===== config.mk =====
export PLATFORM = sky130hd
export DESIGN_NAME = mem_port_arbiter
export DESIGN_NICKNAME = d
export VERILOG_FILES = /design/src/rtl/mem_port_arbiter.sv
export SDC_FILE = /design/constraint.sdc
export NUM_CORES = 1
export LEC_CHECK = 0
export ABC_CLOCK_PERIOD_IN_PS = 2500
export BUFFER_PORTS_ARGS = -buffer_cell sky130_fd_sc_hd__buf_2
export CAP_MARGIN = 10
export CORE_AREA = 10 10 103 105
export DETAILED_ROUTE_END_ITERATION = 8
export DIE_AREA = 0 0 113 115
export PLACE_DENSITY = 0.67
export SYNTH_ARGS = -nofsm -noshare
export SYNTH_HDL_FRONTEND = slang
export SYNTH_SLANG_ARGS = --single-unit

===== constraint.sdc =====
create_clock -name CLK -period 2.5 [get_ports CLK]
set_input_delay 0.5 -clock CLK [delete_from_list [all_inputs] [get_ports CLK]]
set_output_delay 0.5 -clock CLK [all_outputs]
set_load 0.005 [all_outputs]

===== src/rtl/mem_port_arbiter.sv =====
// Shares one single-port, 1-cycle-read-latency word memory between instruction
// fetch (IF) and load/store (D). D has priority. IF is forced ahead once it has
// been denied STARVE_MAX cycles in a row. Read data is steered back to the
// requester that issued the read through a small owner register.
//
// state    | meaning
// ---------+--------------------------------------------------------------
// OWN_NONE | no read in flight; MEM_RDATA is ignored this cycle
// OWN_IF   | fetch read issued last cycle; MEM_RDATA goes to IF_RDATA
// OWN_D    | data read issued last cycle; MEM_RDATA goes to D_RDATA
module mem_port_arbiter #(
   parameter int AW         = 32,
   parameter int STARVE_MAX = 4,
   parameter int CNT_W      = 16
) (
   input  logic             CLK,
   input  logic             RSTN,
   input  logic             IF_REQ,
   input  logic [AW-1:0]    IF_ADDR,
   output logic             IF_GNT,
   output logic             IF_RVALID,
   output logic [31:0]      IF_RDATA,
   input  logic             D_REQ,
   input  logic [AW-1:0]    D_ADDR,
   input  logic [3:0]       D_BE,
   input  logic [31:0]      D_WDATA,
   output logic             D_GNT,
   output logic             D_RVALID,
   output logic [31:0]      D_RDATA,
   output logic             MEM_EN,
   output logic [3:0]       MEM_WE,
   output logic [AW-3:0]    MEM_ADDR,
   output logic [31:0]      MEM_WDATA,
   input  logic [31:0]      MEM_RDATA,
   output logic [CNT_W-1:0] CONFLICT_CNT
);

   localparam int SW = $clog2(STARVE_MAX + 1);

   typedef enum logic [1:0] {
      OWN_NONE = 2'd0,
      OWN_IF   = 2'd1,
      OWN_D    = 2'd2
   } owner_t;

   owner_t        owner, owner_nxt;
   logic [SW-1:0] starve_cnt;
   logic          starved;

   // Word addressing drops the byte offset bits.
   logic unused_addr_lsb;
   assign unused_addr_lsb = ^{IF_ADDR[1:0], D_ADDR[1:0]};

   assign starved = (starve_cnt == SW'(STARVE_MAX));

   // Owner register: remembers whose read is on the memory output this cycle.
   always_ff @(posedge CLK or negedge RSTN) begin
      if (!RSTN) begin
         owner <= OWN_NONE;
      end else begin
         owner <= owner_nxt;
      end
   end

   // Arbitration, memory drive, next owner and read-data steering.
   always_comb begin
      IF_GNT    = 1'b0;
      D_GNT     = 1'b0;
      MEM_EN    = 1'b0;
      MEM_WE    = 4'b0000;
      MEM_ADDR  = '0;
      MEM_WDATA = 32'h0;
      owner_nxt = OWN_NONE;
      IF_RVALID = 1'b0;
      IF_RDATA  = 32'h0;
      D_RVALID  = 1'b0;
      D_RDATA   = 32'h0;

      // Grants are suppressed while reset is asserted so nothing reaches memory.
      if (RSTN) begin
         if (IF_REQ && (!D_REQ || starved)) begin
            IF_GNT = 1'b1;
         end else if (D_REQ) begin
            D_GNT = 1'b1;
         end
      end

      if (IF_GNT) begin
         MEM_EN    = 1'b1;
         MEM_ADDR  = IF_ADDR[AW-1:2];
         owner_nxt = OWN_IF;
      end else if (D_GNT) begin
         MEM_EN    = 1'b1;
         MEM_WE    = D_BE;
         MEM_ADDR  = D_ADDR[AW-1:2];
         MEM_WDATA = D_WDATA;
         // Writes complete at grant and produce no response.
         if (D_BE == 4'b0000) begin
            owner_nxt = OWN_D;
         end
      end

      case (owner)
         OWN_IF: begin
            IF_RVALID = 1'b1;
            IF_RDATA  = MEM_RDATA;
         end
         OWN_D: begin
            D_RVALID = 1'b1;
            D_RDATA  = MEM_RDATA;
         end
         default: ;
      endcase
   end

   // Starve counter: counts consecutive denied fetch cycles, saturates at STARVE_MAX.
   always_ff @(posedge CLK or negedge RSTN) begin
      if (!RSTN) begin
         starve_cnt <= '0;
      end else if (!IF_REQ || IF_GNT) begin
         starve_cnt <= '0;
      end else if (!starved) begin
         starve_cnt <= starve_cnt + 1'b1;
      end
   end

   // Conflict counter: cycles with both requesters active, sticks at all-ones.
   always_ff @(posedge CLK or negedge RSTN) begin
      if (!RSTN) begin
         CONFLICT_CNT <= '0;
      end else if (IF_REQ && D_REQ && (CONFLICT_CNT != '1)) begin
         CONFLICT_CNT <= CONFLICT_CNT + 1'b1;
      end
   end

endmodule

==> flow_summary.ini, run 1 <==
[status]
status = finished, final reports clean

[die]
core_area_um2 = 8550
dieArea_um2 = 13000
num_rows = 34
start_util_pct = 25.0
die_x_um = 113
die_h_um = 115
pin_count = 287

[global_routing]
grt_pass1_vias = 2929
grtUsageTotal_pct = 14.8
grt_max_degree = 70
grt_pass1_wl_um = 16000
antenna_found_initial = 1
overflow = 0

[critical_path]
cp-start-kind = register
r2r_start = CONFLICT_CNT[0]
crit_arrival_ns = 1.85
startpoint = starve_cnt[0]
cp.required_ns = 2.00
cp_max_fo = 34
crit_type = register to primary output
end_kind = primary output
r2r_slack_ns = 0.61

[logic_synthesis]
ys_warn_count = 0
seq_area_frac_synth_pct = 24.6
synth.net_count = 392
netlist_area_um2 = 2140
synth.avg_cell_area_um2 = 8.44
synth_cells = 253
synth_seq_cells = 21
synth_cell_types = 33

[timing]
tightest_slew_ns = 0.460
rsz0062_at_grt = no
setup_viol = 0
fin_crit_sh_pct = 94.1
worst_clock_skew_ns = 0.0101
drv_slew = 0
min_period_ns = 2.35
setup_tns_ns = 0
clock.fmax_mhz = 425
slew_headroom_pct = 69.1
hold_violations = 0

[route]
antenna_left = 0
first_pass_iters = 4
viasPerCell = 4.51
wirelength_met1_um = 3870
wl_met3_um = 1500
first_iter_violations = 186
dr_wl_met2_um = 5530
highest_layer = met5
num_vias = 2857
totalWireLength_um = 11000
drt_drc_violations_left = 0
wire_per_inst_um = 17.3

[cts]
clk_latency_ns = 0.26
path_clk_slew_ns = 0.07
cts_tree = yes
postCtsResizedCells = 0
cts_buffers = 3
post_cts_buffers = 0
cts_buffer_depth = 2
cts_root_buf = clkbuf_8
cts_max_level = 1
cts-hold-fix-buffers = 0
cts.sinks = 21

[power]
intPower_w = 0.000775
power_frac_seq_pct = 38.5
p_sw_w = 0.000425
p_sw_share_pct = 35.4
p_leak_nw = 2.35
clockPowerShare_pct = 18.6
powerDensity_nw_per_um2 = 323
combPwrFrac_pct = 42.9
ir_drop_uv = 203

[final_layout]
post-route-util_pct = 43.5
finalInstanceArea_um2 = 3720
finalNonFillerCells = 634
area_growth_syn_to_layout_pct = 74.0
drive_above_1_share_pct = 58.9
final_nets = 666
fillCellCount = 876
insertedDiodeCount = 0

[placement]
placed_cell_area_um2 = 3670
dp_hpwl_um = 9730
dp.cells = 630
gp_congestion = 0.866
port_buffers = 282

[min_path]
min_path_type = input port to async pin

[run]
cap_violations = 0
[critical path, cell delays in order, from the launching register on]
cell and delay (ns):
dfrtp_1 0.42, inv_1 0.07, ha_2 0.22, nand2_1 0.13, a21oi_2 0.22, buf_12 0.21, a22o_1 0.19, buf_2 0.12
[cells in the mapped netlist]
library cell  number  area share (%)
and2_4             1            0.41
buf_6              3             1.6
ha_1               3             1.8
nor2b_1            2            0.59
nand4_2            1            0.59
or2_2              1            0.29
nand3_1            7             1.6
nor2_1             6             1.1
nor3_1             3            0.70
mux2_2             1            0.53
nor4_1             1            0.29
and3_1             2            0.59
and2_1           102              30
nand2_1           12             2.1
inv_1              5            0.88
xnor2_1            3             1.2
dfrtp_1           21              25
nor4_4             2             2.0
a22o_1            30              12
nand4_4            2             2.0
and4_1             1            0.41
buf_2              4            0.94
nor4_2             1            0.59
buf_4              1            0.35
a21oi_1            6             1.4
a21oi_4            1            0.76
or2b_1             1            0.35
or2_4              1            0.41
a211oi_2           3             1.8
a31oi_1            3            0.88
clkbuf_1          11             1.9
mux2_4             1            0.70
xor2_1            11             4.5
[per-layer routing]
metal,vias to the layer above,global-route usage [%]
met5,-,0
met3,6,7.97
met4,2,1.61
met1,1262,15.8
li1,1402,-
met2,185,26.2
[cells in the final DEF, fill, tap and decap left out, drive strengths merged, types with 4 or more instances in the layout]
cell	count
xor2	11
nand3	7
nand2	12
nor2	6
and2	103
inv	5
dfrtp	21
a21oi	7
a22o	30
nor4	4
buf	288
[through the flow]
| step | hold WS [ns] | total power [W] | worst slack [ns] |
|---|---|---|---|
| after CTS | 0.0381 | 0.00122 | 0.111 |
| final | 0.0426 | 0.00120 | 0.149 |
| after global routing | 0.0364 | 0.00129 | 0.0366 |
| after floorplan | 0.204 | 0.000690 | 0.507 |
| after global placement | 0.318 | 0.000976 | 0.446 |
| after detailed placement | 0.319 | 0.000988 | 0.407 |
[final cells by class]
cell class                      instances  area, µm²  share of cell area, %
Inverter                                5       18.8                  0.505
Sequential cell                        21        526                   14.1
Clock buffer                            3       41.3                   1.11
Clock inverter                          1       5.00                  0.135
Timing Repair Buffer                  288       1480                   39.9
Tap cell                              108        135                   3.64
Multi-Input combinational cell        208       1510                   40.6
[registers in the layout (all words and copies together), names as in the netlist]
register / cells
CONFLICT_CNT: 16
owner: 2
starve_cnt: 3
[path summary, 6_finish.rpt]
| kind | end | depth (start not counted) |
|---|---|---|
| max | MEM_ADDR[27] | 7 |
| min | starve_cnt[2] | 1 |
| min reg2reg | CONFLICT_CNT[6] | 1 |
| max in group asynchronous | CONFLICT_CNT[0] | 2 |
| max reg2reg | CONFLICT_CNT[1] | 5 |
| min in group CLK | CONFLICT_CNT[6] | 1 |
[power by group through the flow]
stage / clock network [W] / logic [W] / registers, W
after floorplan: 0 / 0.000235 / 0.000455
after global placement: 0 / 0.000512 / 0.000464
after detailed placement: 0 / 0.000522 / 0.000467
after CTS: 0.000231 / 0.000524 / 0.000461
after global routing: 0.000248 / 0.000572 / 0.000471
final: 0.000223 / 0.000515 / 0.000462
[kinds of logic (layout without fill, tap and decap cells)]
logic type / after synthesis / after routing / synth area share, %
and+or+nand+nor: 146 / 146 / 43.9
AOI/OAI and AO/OA: 43 / 43 / 17.1
buffers and inverters: 24 / 297 / 5.68
adders and majority gates: 3 / 3 / 1.76
xor gates and xnor gates: 14 / 14 / 5.74
DFF: 21 / 21 / 24.6
muxes: 2 / 2 / 1.23
(Power assumes the default switching activity.)
==> inputs of run 2 (changes only) <==
==> constraint.sdc (replaced) <==
create_clock -name CLK -period 2.5 [get_ports CLK]
set_input_delay 0.25 -clock CLK [delete_from_list [all_inputs] [get_ports CLK]]
set_output_delay 0.25 -clock CLK [all_outputs]
set_load 0.005 [all_outputs]
==> flow_summary.ini, run 2 (synthesized netlist as in run 1, its figures left out) <==
[status]
status = finished, final reports clean

[final_layout]
final_nets = 667
final_cell_mix = 282 x buf_2, 102 x and2_1, 30 x a22o_1, 21 x dfrtp_1, 12 x nand2_1
seqCellArea_um2 = 526
top_regs = CONFLICT_CNT: 16 flops, starve_cnt: 3 flops, owner: 2 flops
largest_reg_flops = 16
insertedDiodeCount = 0
area_growth_syn_to_layout_pct = 73.8
post-route-util_pct = 43.4
drive_above_1_share_pct = 58.6
fillCellCount = 868
top_register = CONFLICT_CNT
multi_input_area_um2 = 1510
finalNonFillerCells = 635
final_common_cell = buf_2

[die]
die_h_um = 115
pin_count = 287
die_x_um = 113
core_area_um2 = 8550
num_rows = 34
dieArea_um2 = 13000
start_util_pct = 25.0

[timing]
drv_slew = 0
clock.fmax_mhz = 443
rsz0062_at_grt = no
fin_crit_sh_pct = 90.4
hold_violations = 0
setup_viol = 0
min_period_ns = 2.26
tightest_slew_ns = 0.467
slew_headroom_pct = 68.6
setup_tns_ns = 0
worst_clock_skew_ns = 0.00377

[route]
totalWireLength_um = 11100
first_iter_violations = 166
num_vias = 2907
viasPerCell = 4.58
wire_per_inst_um = 17.5
drt_drc_violations_left = 0
antenna_left = 0
first_pass_iters = 4

[cts]
path_clk_slew_ns = 0.08
cts_buffer_depth = 2
cts.sinks = 21
cts_tree = yes
postCtsResizedCells = 0
clk_latency_ns = 0.26
cts_root_buf = clkbuf_8
cts_buffers = 3
cts_max_level = 1

[power]
power_frac_seq_pct = 38.4
p_leak_nw = 2.35
powerDensity_nw_per_um2 = 324
combPwrFrac_pct = 43.0
p_sw_share_pct = 35.8
ir_drop_uv = 182
p_sw_w = 0.000431
intPower_w = 0.000773
clockPowerShare_pct = 18.6

[placement]
dp.cells = 630
port_buffers = 282
dp_hpwl_um = 9820
gp_congestion = 0.869

[min_path]
min_path_type = input port to register
hp-start = D_BE[3]
holdPathEnd = owner[1]
worstHoldPathCells = 3

[critical_path]
cpMaxStageDelayCell = dfrtp_1
crit_arrival_ns = 2.01
r2r_start = CONFLICT_CNT[0]
reg2reg_depth = 5
reg2reg_to = CONFLICT_CNT[1]
cpPeakStageDelay_ns = 0.42
path_cells = inv_1, ha_1, nand2_1, a21oi_2, buf_4, a22o_1, buf_2
end_kind = primary output
cp-start-kind = register
r2r_slack_ns = 0.58
cp.required_ns = 2.25
cp_max_fo = 34
crit_type = register to primary output

[global_routing]
grtUsageTotal_pct = 15.2
grt_pass1_wl_um = 16400
overflow = 0
grt_max_degree = 70
grt_pass1_vias = 2964
antenna_found_initial = 1

[run]
cap_violations = 0
run 2: cell types whose count changed in the layout (fill, tap and decap cells not counted), sizes merged:
cell,change
dlygate4sd3,+1
run 2: through the flow:
step           power [W]  hold slack [ns]  area, µm²  setup WS, ns
5_1_grt          0.00129            0.326       3710         0.118
6_report         0.00120            0.308       3710         0.240
2_1_floorplan   0.000690          -0.0456       2140         0.742
4_1_cts          0.00122            0.314       3710         0.247
3_5_place_dp    0.000990           0.0736       3660         0.546
3_3_place_gp    0.000973           0.0692       3660         0.590
run 2: cell type report:
type | count | area share [%]
sequential | 21 | 14.2
inverter | 5 | 0.506
clock inverter | 1 | 0.135
multi-input combinational | 208 | 40.6
clock buffer | 3 | 1.11
tap | 108 | 3.64
timing repair buffer | 289 | 39.8
run 2: layer usage:
metal | part of all wire [%] | global-route usage (%) | vias to the layer above | routed length, µm
met5 | 0.12 | 0 | - | 13
met4 | 0.82 | 2.03 | 2 | 91
met3 | 15 | 8.44 | 12 | 1680
met2 | 50 | 27.6 | 219 | 5550
met1 | 34 | 15.3 | 1272 | 3780
li1 | - | - | 1402 | -
run 2: worst max path at each step:
| stage | from | end | slack (ns) | cells after the start |
|---|---|---|---|---|
| 6_report | starve_cnt[0] | MEM_ADDR[28] | 0.24 | 7 |
| 5_1_grt | starve_cnt[0] | MEM_ADDR[27] | 0.12 | 7 |
| 4_1_cts | starve_cnt[0] | MEM_ADDR[27] | 0.25 | 7 |
| 3_5_place_dp | starve_cnt[0] | MEM_ADDR[27] | 0.55 | 7 |
| 3_3_place_gp | starve_cnt[0] | MEM_ADDR[27] | 0.59 | 7 |
| 2_1_floorplan | CONFLICT_CNT[0] | CONFLICT_CNT[1] | 0.74 | 6 |
run 2: power groups by stage:
stage          Clock, W  Combinational [W]  Sequential [W]
3_3_place_gp          0           0.000510        0.000464
6_report       0.000223           0.000518        0.000463
3_5_place_dp          0           0.000522        0.000468
5_1_grt        0.000242           0.000574        0.000472
2_1_floorplan         0           0.000235        0.000455
4_1_cts        0.000230           0.000524        0.000462
run 2: critical path, delay by kind of cell, from the launching register on:
family | cells | cell delay, ns
flip-flops | 1 | 0.42
adder cells (fa/ha/maj) | 1 | 0.24
AO/OA/AOI/OAI | 2 | 0.38
buffers and inverters | 3 | 0.53
AND/OR/NAND/NOR | 1 | 0.15
run 2: timing repair:
action	in CTS	in global routing
setup buffers	0	0
hold buffers	1	0
endpoints found under the hold margin	3	0
==> inputs of run 3 (changes only) <==
==> config.mk (replaced) <==
export PLATFORM = sky130hd
export DESIGN_NAME = mem_port_arbiter
export DESIGN_NICKNAME = d
export VERILOG_FILES = /design/src/rtl/mem_port_arbiter.sv
export SDC_FILE = /design/constraint.sdc
export NUM_CORES = 1
export LEC_CHECK = 0
export ABC_CLOCK_PERIOD_IN_PS = 2500
export CAP_MARGIN = 10
export CORE_AREA = 10 10 104 106
export DETAILED_ROUTE_END_ITERATION = 8
export DIE_AREA = 0 0 114 116
export DONT_BUFFER_PORTS = 1
export PLACE_DENSITY = 0.38
export SLEW_MARGIN = 40
export SYNTH_ARGS = -nofsm -noshare
export SYNTH_HDL_FRONTEND = slang
export SYNTH_SLANG_ARGS = --single-unit
==> flow_summary.ini, run 3 (synthesized netlist as in run 1, its figures left out) <==
[route]
antenna_left = 0
dr_wl_met2_um = 5540
num_vias = 1883
first_iter_violations = 45
totalWireLength_um = 10000
wire_per_inst_um = 28.3
highest_layer = met5
first_pass_iters = 4
wl_met3_um = 1390
viasPerCell = 5.30
drt_drc_violations_left = 0
wirelength_met1_um = 3070

[critical_path]
cpMaxStageDelayCell = dfrtp_1
cp.buffers_inverters = 2
end_kind = primary output
cp.required_ns = 2.25
path_cells = inv_1, ha_1, nand2_1, a21oi_2, buf_4, a22o_1
crit_type = register to primary output
cpPeakStageDelay_ns = 0.41
cp-start-kind = register
crit_family = compound AO/OA/AOI/OAI gates
crit_arrival_ns = 1.92
cp_max_fo = 34

[placement]
dp.cells = 348
port_buffers = 0
pre_cts_ws_ns = 0.571
dp_hpwl_um = 8850
gp_congestion = 0.724
placed_cell_area_um2 = 2240

[final_layout]
finalInstanceArea_um2 = 2310
top_register = CONFLICT_CNT
final_nets = 386
final_common_cell = and2_1
area_growth_syn_to_layout_pct = 8.03
fillCellCount = 920
top_regs = CONFLICT_CNT: 16 flops, starve_cnt: 3 flops, owner: 2 flops
largest_reg_flops = 16
final_cell_mix = 102 x and2_1, 30 x a22o_1, 21 x dfrtp_1, 12 x nand2_1, 11 x xor2_1
finalNonFillerCells = 355
drive_above_1_share_pct = 11.0

[cts]
cts.sinks = 21
path_clk_slew_ns = 0.08
clk_latency_ns = 0.26
cts_buffers = 3
postCtsResizedCells = 0
cts_tree = yes
cts_root_buf = clkbuf_8
cts_buffer_depth = 2
post_cts_buffers = 0
cts_max_level = 1
cts-hold-fix-buffers = 1

[status]
status = finished, final reports clean

[timing]
setup_viol = 0
setup_tns_ns = 0
drv_slew = 0
fin_ws_ns = 0.326
min_period_ns = 2.17
tightest_slew_ns = 0.510
clock.fmax_mhz = 460
holdWs_ns = 0.200
worst_clock_skew_ns = 0.00419
hold_violations = 0
rsz0062_at_grt = no
slew_headroom_pct = 66.0
fin_crit_sh_pct = 87.0

[global_routing]
grt_pass1_vias = 1885
antenna_found_initial = 2
grtUsageTotal_pct = 12.9
overflow = 0
grt_pass1_wl_um = 13300
grt_max_degree = 70

[die]
dieArea_um2 = 13200
die_h_um = 116
die_x_um = 114
start_util_pct = 24.6
num_rows = 34
core_area_um2 = 8680
pin_count = 287

[power]
powerDensity_nw_per_um2 = 440
p_leak_nw = 1.05
ir_drop_uv = 200

[run]
cap_violations = 0

[min_path]
min_path_type = input port to register
[run 3: area by class of cell]
class	count	area, µm²	share of cell area [%]
clock buffers	4	45.0	1.95
multi-input cells	208	1510	65.3
well taps	108	135	5.86
repair buffers	8	72.6	3.15
flip-flops and latches	21	526	22.8
inverters	5	18.8	0.813
diodes	1	2.50	0.108
[run 3: where the power goes]
group          leakage (nW)  internal (W)  switching, W
Sequential            0.269      0.000390     0.0000895
Clock                0.0228      0.000114      0.000119
Combinational         0.754      0.000133      0.000170
[run 3: path summary, 6_finish.rpt]
path | from | to | slack, ns | depth (start not counted)
worst max-delay path | starve_cnt[0] | MEM_ADDR[1] | 0.33 | 6
worst min-delay path | D_BE[3] | owner[1] | 0.20 | 2
worst max register to register | CONFLICT_CNT[0] | CONFLICT_CNT[1] | 0.72 | 5
worst min register to register | CONFLICT_CNT[6] | CONFLICT_CNT[6] | 0.53 | 1
max in group asynchronous | RSTN | CONFLICT_CNT[2] | 1.66 | 2
min in group asynchronous | RSTN | CONFLICT_CNT[12] | 0.50 | 2
[run 3: through the flow]
step | power [W] | utilization [%]
2_1_floorplan | 0.000690 | -
3_3_place_gp | 0.000791 | 25.9
3_5_place_dp | 0.000794 | 25.9
4_1_cts | 0.00104 | 26.5
5_1_grt | 0.00110 | 26.6
6_report | 0.00102 | 26.6
[run 3: routing by layer]
metal	vias to the layer above	GRT usage [%]
li1	842	-
met1	865	11.8
met2	170	25.2
met3	4	6.82
met4	2	1.25
met5	-	0
